$ cat config.mk
export PLATFORM = sky130hd
export DESIGN_NAME = audio_ctrl
export DESIGN_NICKNAME = d
export VERILOG_FILES = /design/src/rtl/audio_ctrl.sv
export SDC_FILE = /design/constraint.sdc
export NUM_CORES = 1
export LEC_CHECK = 0
export CAP_MARGIN = 10
export CORE_MARGIN = 5
export CORE_UTILIZATION = 46
export CTS_CLUSTER_DIAMETER = 150
export DETAILED_ROUTE_END_ITERATION = 16
export PLACE_DENSITY = 0.8
export RECOVER_POWER = 50
export SLEW_MARGIN = 20
export SYNTH_ARGS = -nofsm -noshare
export SYNTH_HDL_FRONTEND = slang
export SYNTH_SLANG_ARGS = --single-unit
export TNS_END_PERCENT = 30
$ cat constraint.sdc
create_clock -name clk -period 2.2 [get_ports clk]
set_input_delay 0.55 -clock clk [delete_from_list [all_inputs] [get_ports clk]]
set_output_delay 0.55 -clock clk [all_outputs]
set_load 0.03 [all_outputs]
$ cat src/rtl/audio_ctrl.sv
// Melody sequencer: steps through a note ROM one beat at a time under play/pause/stop/restart
// commands and keeps a saturating volume level.
module audio_ctrl #(
    parameter int unsigned SONG_LEN     = 64,
    parameter int unsigned SUB_PER_BEAT = 16,
    parameter int unsigned VOL_MAX      = 5,
    parameter int unsigned VOL_RST      = 3,
    parameter int unsigned LOOP         = 1
) (
    input  logic       clk,
    input  logic       rst,
    input  logic       vol_up,
    input  logic       vol_down,
    input  logic       key_valid,
    input  logic [2:0] key_cmd,
    input  logic       tick,
    output logic [5:0] rom_addr,
    input  logic [4:0] rom_note,
    output logic [4:0] note,
    output logic [2:0] vol,
    output logic       playing,
    output logic       beat_pulse,
    output logic       song_end
);

    typedef enum logic [1:0] {
        IDLE  = 2'd0,
        LOAD  = 2'd1,
        PLAY  = 2'd2,
        PAUSE = 2'd3
    } state_t;

    localparam logic [2:0] CMD_PLAY    = 3'd1;
    localparam logic [2:0] CMD_PAUSE   = 3'd2;
    localparam logic [2:0] CMD_STOP    = 3'd3;
    localparam logic [2:0] CMD_RESTART = 3'd4;

    localparam logic [5:0] LAST_ADDR = 6'(SONG_LEN - 1);
    localparam logic [7:0] LAST_SUB  = 8'(SUB_PER_BEAT - 1);
    localparam logic [2:0] VOL_TOP   = 3'(VOL_MAX);
    localparam logic [2:0] VOL_INIT  = 3'(VOL_RST);

    state_t     state;
    logic [4:0] cur_note;
    logic [7:0] sub;
    logic [5:0] addr;

    logic is_play, is_pause, is_stop, is_restart, any_cmd, adv;

    // Any recognised command swallows a coincident tick, even on a beat boundary.
    always_comb begin
        is_play    = key_valid && (key_cmd == CMD_PLAY);
        is_pause   = key_valid && (key_cmd == CMD_PAUSE);
        is_stop    = key_valid && (key_cmd == CMD_STOP);
        is_restart = key_valid && (key_cmd == CMD_RESTART);
        any_cmd    = is_play || is_pause || is_stop || is_restart;
        adv        = tick && !any_cmd;
    end

    assign rom_addr = addr;
    assign playing  = (state == LOAD) || (state == PLAY);
    assign note     = playing ? cur_note : '0;

    always_ff @(posedge clk) begin
        if (rst) begin
            state      <= IDLE;
            cur_note   <= '0;
            sub        <= '0;
            addr       <= '0;
            vol        <= VOL_INIT;
            beat_pulse <= 1'b0;
            song_end   <= 1'b0;
        end else begin
            beat_pulse <= 1'b0;
            song_end   <= 1'b0;

            if (vol_up && !vol_down && (vol != VOL_TOP)) begin
                vol <= vol + 3'd1;
            end else if (vol_down && !vol_up && (vol != '0)) begin
                vol <= vol - 3'd1;
            end

            if (is_restart) begin
                state <= LOAD;
                addr  <= '0;
                sub   <= '0;
            end else if (is_stop && (state != IDLE)) begin
                state    <= IDLE;
                addr     <= '0;
                sub      <= '0;
                cur_note <= '0;
            end else begin
                case (state)
                    IDLE: begin
                        if (is_play) begin
                            state <= LOAD;
                            addr  <= '0;
                            sub   <= '0;
                        end
                    end
                    LOAD, PLAY: begin
                        if (state == LOAD) begin
                            cur_note <= rom_note;
                            state    <= PLAY;
                        end else if (is_pause) begin
                            state <= PAUSE;
                        end
                        // Beat handling is shared by LOAD and PLAY and overrides the LOAD->PLAY step.
                        if (adv) begin
                            if (sub == LAST_SUB) begin
                                sub        <= '0;
                                beat_pulse <= 1'b1;
                                if (addr < LAST_ADDR) begin
                                    addr  <= addr + 6'd1;
                                    state <= LOAD;
                                end else if (LOOP != 0) begin
                                    addr  <= '0;
                                    state <= LOAD;
                                end else begin
                                    addr     <= '0;
                                    cur_note <= '0;
                                    song_end <= 1'b1;
                                    state    <= IDLE;
                                end
                            end else begin
                                sub <= sub + 8'd1;
                            end
                        end
                    end
                    PAUSE: begin
                        if (is_play) begin
                            state <= PLAY;
                        end
                    end
                    default: state <= IDLE;
                endcase
            end
        end
    end

endmodule

**Word-level counts from Yosys, hierarchy flattened**

Index checks and enable logic that the tools add are counted.
W data, S select, Z words.

- Output and inout bits: 17
- Logic and storage cells: 87
- Bits of input ports: 14
- Register bits after elaboration: 25

- Muxes and demuxes: 25
- $add $sub $neg: 4
- Reductions and logical operators: 32
- Bitwise gates (word level): 3
- Eq/ne operators: 15
- $lt $le $gt $ge: 1

Operators with widths:

| operator | count |
|---|---|
| $mux W6 | 4 |
| $mux W8 | 3 |
| $mux W5 | 4 |
| $pmux W8 S2 | 1 |
| $mux W2 | 6 |
| $pmux W6 S2 | 1 |
| $logic_and A1 B1 Y1 | 10 |
| $reduce_bool A2 Y1 | 5 |
| $add A8 B1 Y8 const B | 1 |
| $eq A8 B4 Y1 const B | 1 |
| $ne A2 B2 Y1 const B | 4 |
| $ne A4 B4 Y1 const B | 2 |
| $add A6 B1 Y6 const B | 1 |
| $eq A3 B2 Y1 const B | 2 |
| $lt A6 B6 Y1 const B | 1 |
| $mux W3 | 2 |
| $pmux W2 S3 | 1 |
| $reduce_and A3 Y1 | 2 |
| $reduce_or A5 Y1 | 1 |
| $eq A2 B2 Y1 const B | 2 |
| $logic_or A1 B1 Y1 | 4 |
| $reduce_and A2 Y1 | 2 |
| $reduce_and A4 Y1 | 1 |
| $add A3 B1 Y3 const B | 1 |
| other kinds (12) | 18 |

**Longest topological paths before layout**

Gate-level depths: netlist of run 1.

- Word-level depth: 11
- Mapped depth: 8
- Gate-level depth less buffers: 7

**Worst setup path after synthesis of run 1**

No wires, ideal clock.

- Path type: register -> register
- Start: register state[0]
- End: register sub[5]
- Setup slack: -87 ps
- Period minus slack after synthesis: 2287 ps
- Arrival: 2217 ps
- Data required time: 2130 ps
- Cell stages (with the launch flop): 9
- Library setup time: 70 ps
- Cells stage by stage: dfxtp_1 inv_1 ha_1 or2b_1 a22o_1 a21o_1 buf_6 or4_1 a21oi_1

- Word-level cells in the longest chain between the ends: 4
- Elaborated cells on any way between the ends: 12
- Classes of those cells: eq/ne (4); mux (1); reduce/logical (7)

Ends and longest elaborated chain:

| item | RTL line | text |
|---|---|---|
| from (decl) | 43 | `state_t state;` |
| from (signal assigned) | 66 | `state <= IDLE;` |
| from (signal assigned) | 84 | `state <= LOAD;` |
| from (signal assigned) | 88 | `state <= IDLE;` |
| $eq A2 B1 Y1 or $eq A2 B2 Y1 (tied branches) | 93 | `case (state)` |
| $reduce_or A2 Y1 | 93 |  |
| $ne A2 B2 Y1 (no source line) or $reduce_bool A2 Y1 (tied branches) | - |  |
| $reduce_and A3 Y1 (no source line) | - |  |
| to (signal assigned) | 126 | `sub <= sub + 8'd1;` |
| to (decl) | 45 | `logic [7:0] sub;` |

Several ways; a longest one is shown, not always the timed one.
A chain may end at the register's enable or synchronous reset.

**Worst setup path after layout of run 1**

- Start: register vol[1]
- End: output port vol[1]

RTL lines:

| item | RTL line | text |
|---|---|---|
| from (decl) | 20 | `output logic [2:0] vol,` |
| from (signal assigned) | 78 | `vol <= vol + 3'd1;` |
| from (signal assigned) | 80 | `vol <= vol - 3'd1;` |

No word-level cell between the ends.

==> flow_summary_export.csv, run 1 <==
group,metric,value,unit
place,port_buffers,29,
clock_network,clkLatencyLatePin,0.32,ns
floorplanning,die_h,68.8,microns
timing,fmax,0.463,GHz
synthesis,postSynthRegisterBits,25,
global_routing,grt_overflow,0,
timing,rsz0062_at_grt,"true",
timing,final-hold-violation-count,0,
synthesis,async_set_reset_flop_share_out_of_synthesis,0,
outcome,outcome,"finished clean",
clock_network,clock_h_tree_levels,1,
final_layout,final_util,0.630,
clock_network,numClockSinks,25,
synthesis,syn_area_per_cell,8.04,sq um
global_routing,grt_use_total,0.173,
critical_path,start_kind,"flop",
synthesis,ys_seq_area_frac,0.314,
synthesis,yosys.area.top_type,"sky130_fd_sc_hd__dfxtp_1",
critical_path,worstPathBufferInverterCount,1,
critical_path,critical-path-slowest-cell,"sky130_fd_sc_hd__clkdlybuf4s50_1",
route,dr.pass1.iters,4,
worst_hold_path,min_path_type,"reg -> reg",
place,pre_cts_slack,-0.364,ns
critical_path,critical_path.max_stage_delay,0.74,ns
clock_network,cts_tree,"yes",
synthesis,synth_top_cells_by_area,"sky130_fd_sc_hd__dfxtp_1 31%, sky130_fd_sc_hd__a21oi_1 5.7%, sky130_fd_sc_hd__ha_1 3.9%",
route,dr.first_iter.drc_count,141,
timing,layout_min_cycle_time,2.16,ns
global_routing,grt_antenna_before_repair,0,
pwr,power_per_cell_area,715,nW/um^2
critical_path,worstPathMaxFanout,8,
synthesis,syn_inst,198,
synthesis,ys_types,52,
critical_path,worst-setup-path-type,"reg -> out",
run,maxCapViolations,0,
final_layout,num_antenna_cells,0,
route,drt_wl_total,3940,microns
critical_path,timing.critical_path.max_delay_family,"buffers and inverters",
timing,holdWs,0.498,ns
timing,timing.final.setup_violations,0,
clock_network,cts_hold_buffers,0,
final_layout,areaGrowthSynthToFinish,31.9,%
synthesis,synthesis_warning_total,0,
floorplanning,core_area,3340,sq um
floorplanning,die-area,4740,sq um
pwr,vdd_ir_drop_max,0.445,mV
synthesis,synthFlopType,"sky130_fd_sc_hd__dfxtp_1",
place,place_hpwl,2940,microns
clock_network,clock_tree.root_cell,"sky130_fd_sc_hd__clkbuf_4",
clock_network,ctsLongestPathBuffers,2,
global_routing,global_route_wire_length_before_repair,6440,microns
timing,finalCritPeriodShare,0.982,
route,post-route-drc-count,0,
timing,worst_setup_margin,0.0399,ns
final_layout,finish.net_count,271,
route,avgViaCountPerCell,5.51,
global_routing,number_of_global_route_vias_before_repair,1508,
clock_network,cts.reportedPaths.clkPinSlew,0.15,ns
global_routing,largest_net_degree_at_the_start_of_global_routing,14,
critical_path,worst_ep_arrival_time,1.61,ns
floorplanning,horiz_die_dim,68.8,microns
synthesis,mappedNetlistArea,1590,sq um
synthesis,synth_edf_count,0,
floorplanning,start_util,0.477,
floorplanning,io_pins,31,
critical_path,critPathRequiredTime,1.65,ns
route,route.vias.total,1632,
timing,fin_worst_skew,0.00942,ns
critical_path,critical_path.cell_chain,"clkdlybuf4s50_1",
floorplanning,rows,21,
final_layout,final_layout_size_suffix_gt1_frac,0.180,
synthesis,yosys.area.top_type_share,0.314,
route,avgRoutedWirePerCell,13.3,microns
synthesis,synthesis.nets,218,
place,routabilityCongestion,0.837,
critical_path,worst_setup_path_end_kind,"output port",
pwr,leakagePower,0.784,nW
clock_network,cts_buffers,3,
route,final_antenna_net_count,0,
timing,slew_viol_final,0,
metal layers:
layer	vias up	global-route usage	part of all wire	wire length [microns]
met5	-	0	0	0
met4	0	0.0535	0.0084	33
met3	2	0.0259	0.031	122
met2	30	0.300	0.49	1920
met1	764	0.220	0.47	1870
li1	836	-	-	-
cells in the final DEF, fill, tap and decap left out, types with 2 or more instances in the layout:
| cell type | netlist | routed |
|---|---|---|
| sky130_fd_sc_hd__a211oi_1 | 3 | 4 |
| sky130_fd_sc_hd__a21oi_1 | 18 | 17 |
| sky130_fd_sc_hd__a221oi_1 | 2 | 2 |
| sky130_fd_sc_hd__a22oi_1 | 5 | 5 |
| sky130_fd_sc_hd__a31oi_1 | 2 | 2 |
| sky130_fd_sc_hd__and2_1 | 6 | 6 |
| sky130_fd_sc_hd__and3_1 | 3 | 3 |
| sky130_fd_sc_hd__buf_4 | 1 | 28 |
| sky130_fd_sc_hd__clkbuf_1 | 5 | 7 |
| sky130_fd_sc_hd__clkbuf_4 | 0 | 3 |
| sky130_fd_sc_hd__clkdlybuf4s50_1 | 0 | 17 |
| sky130_fd_sc_hd__dfxtp_1 | 25 | 24 |
| sky130_fd_sc_hd__dlygate4sd2_1 | 0 | 2 |
| sky130_fd_sc_hd__dlygate4sd3_1 | 0 | 3 |
| sky130_fd_sc_hd__ha_1 | 5 | 4 |
| sky130_fd_sc_hd__inv_1 | 10 | 10 |
| sky130_fd_sc_hd__nand2_1 | 14 | 14 |
| sky130_fd_sc_hd__nand2b_1 | 2 | 2 |
| sky130_fd_sc_hd__nand3_1 | 7 | 7 |
| sky130_fd_sc_hd__nand3b_1 | 2 | 2 |
| sky130_fd_sc_hd__nand4b_1 | 2 | 2 |
| sky130_fd_sc_hd__nor2_1 | 15 | 15 |
| sky130_fd_sc_hd__nor2b_1 | 7 | 6 |
| sky130_fd_sc_hd__nor3_1 | 5 | 5 |
| sky130_fd_sc_hd__nor3b_1 | 2 | 2 |
| sky130_fd_sc_hd__o21a_1 | 2 | 2 |
| sky130_fd_sc_hd__o21ai_0 | 9 | 9 |
| sky130_fd_sc_hd__o21ai_1 | 5 | 5 |
| sky130_fd_sc_hd__o21bai_1 | 2 | 2 |
| sky130_fd_sc_hd__o22ai_1 | 2 | 2 |
| sky130_fd_sc_hd__o31ai_1 | 5 | 4 |
| sky130_fd_sc_hd__or3_1 | 3 | 3 |
| sky130_fd_sc_hd__or4_1 | 3 | 3 |
| sky130_fd_sc_hd__or4b_1 | 2 | 2 |
metrics by stage:
stage                     setup TNS (ns)  instances  total power [mW]  instance area, sq um
after detailed placement           -3.94        292              1.29                  2090
after CTS                              0        296              1.51                  2110
after floorplan                   -0.123        198              1.02                  1600
after global routing             -0.0364        296              1.61                  2100
final                                  0        296              1.50                  2100
after global placement             -3.13        292              1.28                  2090
cell usage after synthesis, types with 5 or more instances:
cell                       number
sky130_fd_sc_hd__dfxtp_1       25
sky130_fd_sc_hd__inv_1         10
sky130_fd_sc_hd__nand3_1        7
sky130_fd_sc_hd__nor3_1         5
sky130_fd_sc_hd__o31ai_1        5
sky130_fd_sc_hd__ha_1           5
sky130_fd_sc_hd__clkbuf_1       5
sky130_fd_sc_hd__o21ai_0        9
sky130_fd_sc_hd__nand2_1       14
sky130_fd_sc_hd__a22oi_1        5
sky130_fd_sc_hd__o21ai_1        5
sky130_fd_sc_hd__a21oi_1       18
sky130_fd_sc_hd__and2_1         6
sky130_fd_sc_hd__nor2b_1        7
sky130_fd_sc_hd__nor2_1        15
state kept, by name, summed over array words and instances (netlist names):
register / cells
state: 2
sub: 8
beat_pulse: 1
cur_note: 5
vol: 3
rom_addr: 6
path summary, 6_finish.rpt:
check / start / end / slack, ns / cells after the start
setup / recovery: vol[1] / vol[1] / 0.04 / 1
hold / removal: sub[1] / sub[1] / 0.50 / 2
setup reg to reg: state[1] / sub[6] / 0.08 / 7
hold reg to reg: sub[1] / sub[1] / 0.50 / 2
where the power goes:
| group | leakage, nW | switching (mW) | internal, mW | total, mW |
|---|---|---|---|---|
| clock | 0.0150 | 0.145 | 0.0710 | 0.216 |
| combinational | 0.566 | 0.419 | 0.339 | 0.759 |
| sequential | 0.203 | 0.0369 | 0.490 | 0.527 |
| total | 0.784 | 0.601 | 0.901 | 1.50 |
cells by family (layout without fill, tap and decap cells):
logic type,Yosys count,after routing,share of synthesized area
AND/OR/NAND/NOR,78,78,0.287
AO/OA/AOI/OAI,67,67,0.277
other,1,1,0.00235
buffers and inverters,19,71,0.0566
XOR/XNOR,2,2,0.0110
adder cells (fa/ha/maj),6,6,0.0518
flip-flops,25,25,0.314
cell type report:
| type | instances | area (sq um) |
|---|---|---|
| clock buffer | 4 | 26.3 |
| sequential | 25 | 502 |
| timing repair buffer | 57 | 455 |
| fill | 309 | 1240 |
| inverter | 10 | 37.5 |
| multi-input combinational | 154 | 1020 |
| tap | 46 | 57.6 |
timing repair:
item | CTS | global route
buffers inserted | 0 | 0
resized for setup | 3 | 8
hold endpoints to repair | 0 | 0
endpoints found under the setup margin | 3 | 8
(Power assumes the default switching activity.)
==> inputs of run 2 (changes only) <==
--- a/config.mk
+++ b/config.mk
@@ -10,6 +10,7 @@
 export CORE_UTILIZATION = 46
 export CTS_CLUSTER_DIAMETER = 150
 export DETAILED_ROUTE_END_ITERATION = 16
+export GPL_ROUTABILITY_DRIVEN = 0
 export PLACE_DENSITY = 0.8
 export RECOVER_POWER = 50
 export SLEW_MARGIN = 20
==> results of run 2 <==
Same layout as run 1: the final DEF is identical, and so are final timing and power.
==> inputs of run 3 (changes only) <==
==> constraint.sdc (replaced) <==
create_clock -name clk -period 2.2 [get_ports clk]
set_input_delay 0.22 -clock clk [delete_from_list [all_inputs] [get_ports clk]]
set_output_delay 0.22 -clock clk [all_outputs]
set_load 0.03 [all_outputs]
==> run 3 against run 2 <==
  * Routed wire length decreased by 3.7%
  * Final area shrank 1.3%
  * Die area unchanged
  * Critical path type is now reg -> reg
==> flow_summary_export.csv, run 3 (synthesis gave the netlist of run 1 again) <==
group,metric,value,unit
final_layout,largest_register_ff_count,8,
final_layout,final_layout_size_suffix_gt1_frac,0.139,
floorplanning,core_area,3340,sq um
final_layout,regMostFlops,"sub",
timing,rsz0062_at_grt,"false",
worst_hold_path,hold_path.startpoint,"sub[1]",
final_layout,final_util,0.622,
global_routing,grt_use_total,0.181,
global_routing,global_route.usage.met2,0.308,
route,dr.first_iter.drc_count,135,
final_layout,areaGrowthSynthToFinish,30.2,%
pwr,leakagePower,0.791,nW
clock_network,ctsLongestPathBuffers,2,
run,maxCapViolations,0,
final_layout,multi_input_area,1020,sq um
critical_path,critical_path_cell_count,7,
critical_path,worstPathBufferInverterCount,1,
timing,slew_viol_final,0,
clock_network,cts.reportedPaths.clkPinSlew,0.15,ns
route,avgViaCountPerCell,5.63,
floorplanning,start_util,0.477,
clock_network,cts_hold_buffers,0,
route,post-route-drc-count,0,
floorplanning,die-area,4740,sq um
clock_network,numClockSinks,25,
outcome,outcome,"finished clean",
clock_network,cts_setup_buffers,0,
critical_path,worstPathMaxFanout,10,
route,final_antenna_net_count,0,
route,route.vias.total,1633,
final_layout,seq_area,502,sq um
place,place_hpwl,2920,microns
global_routing,largest_net_degree_at_the_start_of_global_routing,14,
timing,finalCritPeriodShare,0.967,
pwr,cellInternalPower,0.889,mW
critical_path,worst-setup-path-type,"reg -> reg",
route,avgRoutedWirePerCell,13.1,microns
timing,fmax,0.470,GHz
route,dr.pass1.iters,4,
critical_path,timing.critical_path.max_delay_family,"simple AND/OR/NAND/NOR gates",
global_routing,grtUsageMet1,0.240,
floorplanning,horiz_die_dim,68.8,microns
pwr,vdd_ir_drop_max,0.488,mV
critical_path,critical_path.cell_chain,"inv_1 -> ha_2 -> or2b_1 -> a22o_1 -> a21o_4 -> or4_1 -> a21oi_2",
floorplanning,io_pins,31,
clock_network,cts_buffers,3,
pwr,power_per_cell_area,712,nW/um^2
floorplanning,rows,21,
critical_path,critical-path-slowest-cell,"sky130_fd_sc_hd__or4_1",
critical_path,reg2reg_depth,7,
global_routing,global_route.peak_usage_layer,"met2",
pwr,comb_power_share,0.502,
final_layout,finish.net_count,265,
critical_path,reg2reg_to,"sub[7]",
final_layout,final_cell_mix,"24 x sky130_fd_sc_hd__dfxtp_1, 20 x sky130_fd_sc_hd__buf_4, 17 x sky130_fd_sc_hd__a21oi_1, 15 x sky130_fd_sc_hd__nor2_1",
critical_path,cp-endpoint,"sub[7]",
timing,fin_worst_skew,0.0205,ns
clock_network,clock_h_tree_levels,1,
final_layout,nFillCells,323,
clock_network,cts_tree,"yes",
pwr,net-switching-power,0.588,mW
global_routing,global_route_wire_length_before_repair,6730,microns
route,drt_wl_total,3790,microns
floorplanning,die_h,68.8,microns
critical_path,critical_path.max_stage_delay,0.53,ns
timing,final-hold-violation-count,0,
timing,layout_min_cycle_time,2.13,ns
critical_path,worst_ep_arrival_time,2.38,ns
pwr,seq_power_share,0.355,
critical_path,critPathRequiredTime,2.45,ns
worst_hold_path,min_path_type,"reg -> reg",
final_layout,layout_commonest_cell,"sky130_fd_sc_hd__dfxtp_1",
global_routing,grt_overflow,0,
critical_path,reg2reg_setup_slack,0.07,ns
timing,timing.final.setup_violations,0,
clock_network,clkLatencyLatePin,0.32,ns
critical_path,worst_r2r_startpoint,"state[1]",
clock_network,cts_resized,5,
pwr,report.power.total,1.48,mW
global_routing,groute.layer.met3.usage,0.0357,
critical_path,start_kind,"flop",
critical_path,worst_setup_path_end_kind,"flop",
place,port_buffers,29,
global_routing,number_of_global_route_vias_before_repair,1586,
global_routing,grt_antenna_before_repair,0,
final_layout,num_antenna_cells,0,
pwr,clockPowerShare,0.143,
pwr,netSwitchingFraction,0.398,
clock_network,clock_tree.root_cell,"sky130_fd_sc_hd__clkbuf_4",
critical_path,critPathLaunch,"state[1]",
## run 3: cell types whose count changed in the layout (fill, tap and decap cells not counted), moves of 3 or more
cell / change
sky130_fd_sc_hd__buf_4: -8
sky130_fd_sc_hd__dlygate4sd3_1: +6
sky130_fd_sc_hd__dlygate4sd2_1: +3
sky130_fd_sc_hd__clkbuf_1: -3
sky130_fd_sc_hd__clkdlybuf4s50_1: -3
## run 3: tightest hold or removal path, stage by stage, from the launching register on
cell                      delay [ns]
sky130_fd_sc_hd__dfxtp_1        0.35
sky130_fd_sc_hd__nand2_1        0.06
sky130_fd_sc_hd__a21oi_1        0.05
## run 3: area by class of cell
class | instances | area share
Inverter | 10 | 0.0181
Tap cell | 46 | 0.0277
Multi-Input combinational cell | 154 | 0.490
Clock buffer | 4 | 0.0127
Timing Repair Buffer | 51 | 0.210
Sequential cell | 25 | 0.242
## run 3: power by group through the flow
stage	combinational (mW)	sequential, mW	clock (mW)
2_1_floorplan	0.468	0.552	0
3_3_place_gp	0.734	0.533	0
3_5_place_dp	0.741	0.534	0
4_1_cts	0.744	0.525	0.217
5_1_grt	0.827	0.531	0.231
6_report	0.742	0.525	0.211
## run 3: how the worst min path moves through the flow
stage | cells after the start | to
floorplan | 2 | cur_note[0]
global placement | 2 | sub[1]
detailed placement | 2 | cur_note[0]
CTS | 2 | sub[1]
global route | 2 | sub[1]
finish | 2 | sub[1]
## run 3: stage by stage
step	worst slack [ns]	std cells	TNS, ns	area [sq um]	hold slack (ns)
after floorplan	0.00785	198	0	1600	0.380
after global placement	0.0185	286	0	2060	0.466
after detailed placement	-0.0761	286	-0.163	2060	0.478
after CTS	0.0354	290	0	2080	0.497
after global routing	0.0214	290	0	2070	0.533
final	0.0718	290	0	2070	0.490
## run 3: metal layers
| metal | routed length [microns] | vias to the layer above |
|---|---|---|
| met4 | 29 | 0 |
| met2 | 1850 | 38 |
| met3 | 184 | 2 |
| met5 | 0 | - |
| met1 | 1730 | 777 |
| li1 | - | 816 |
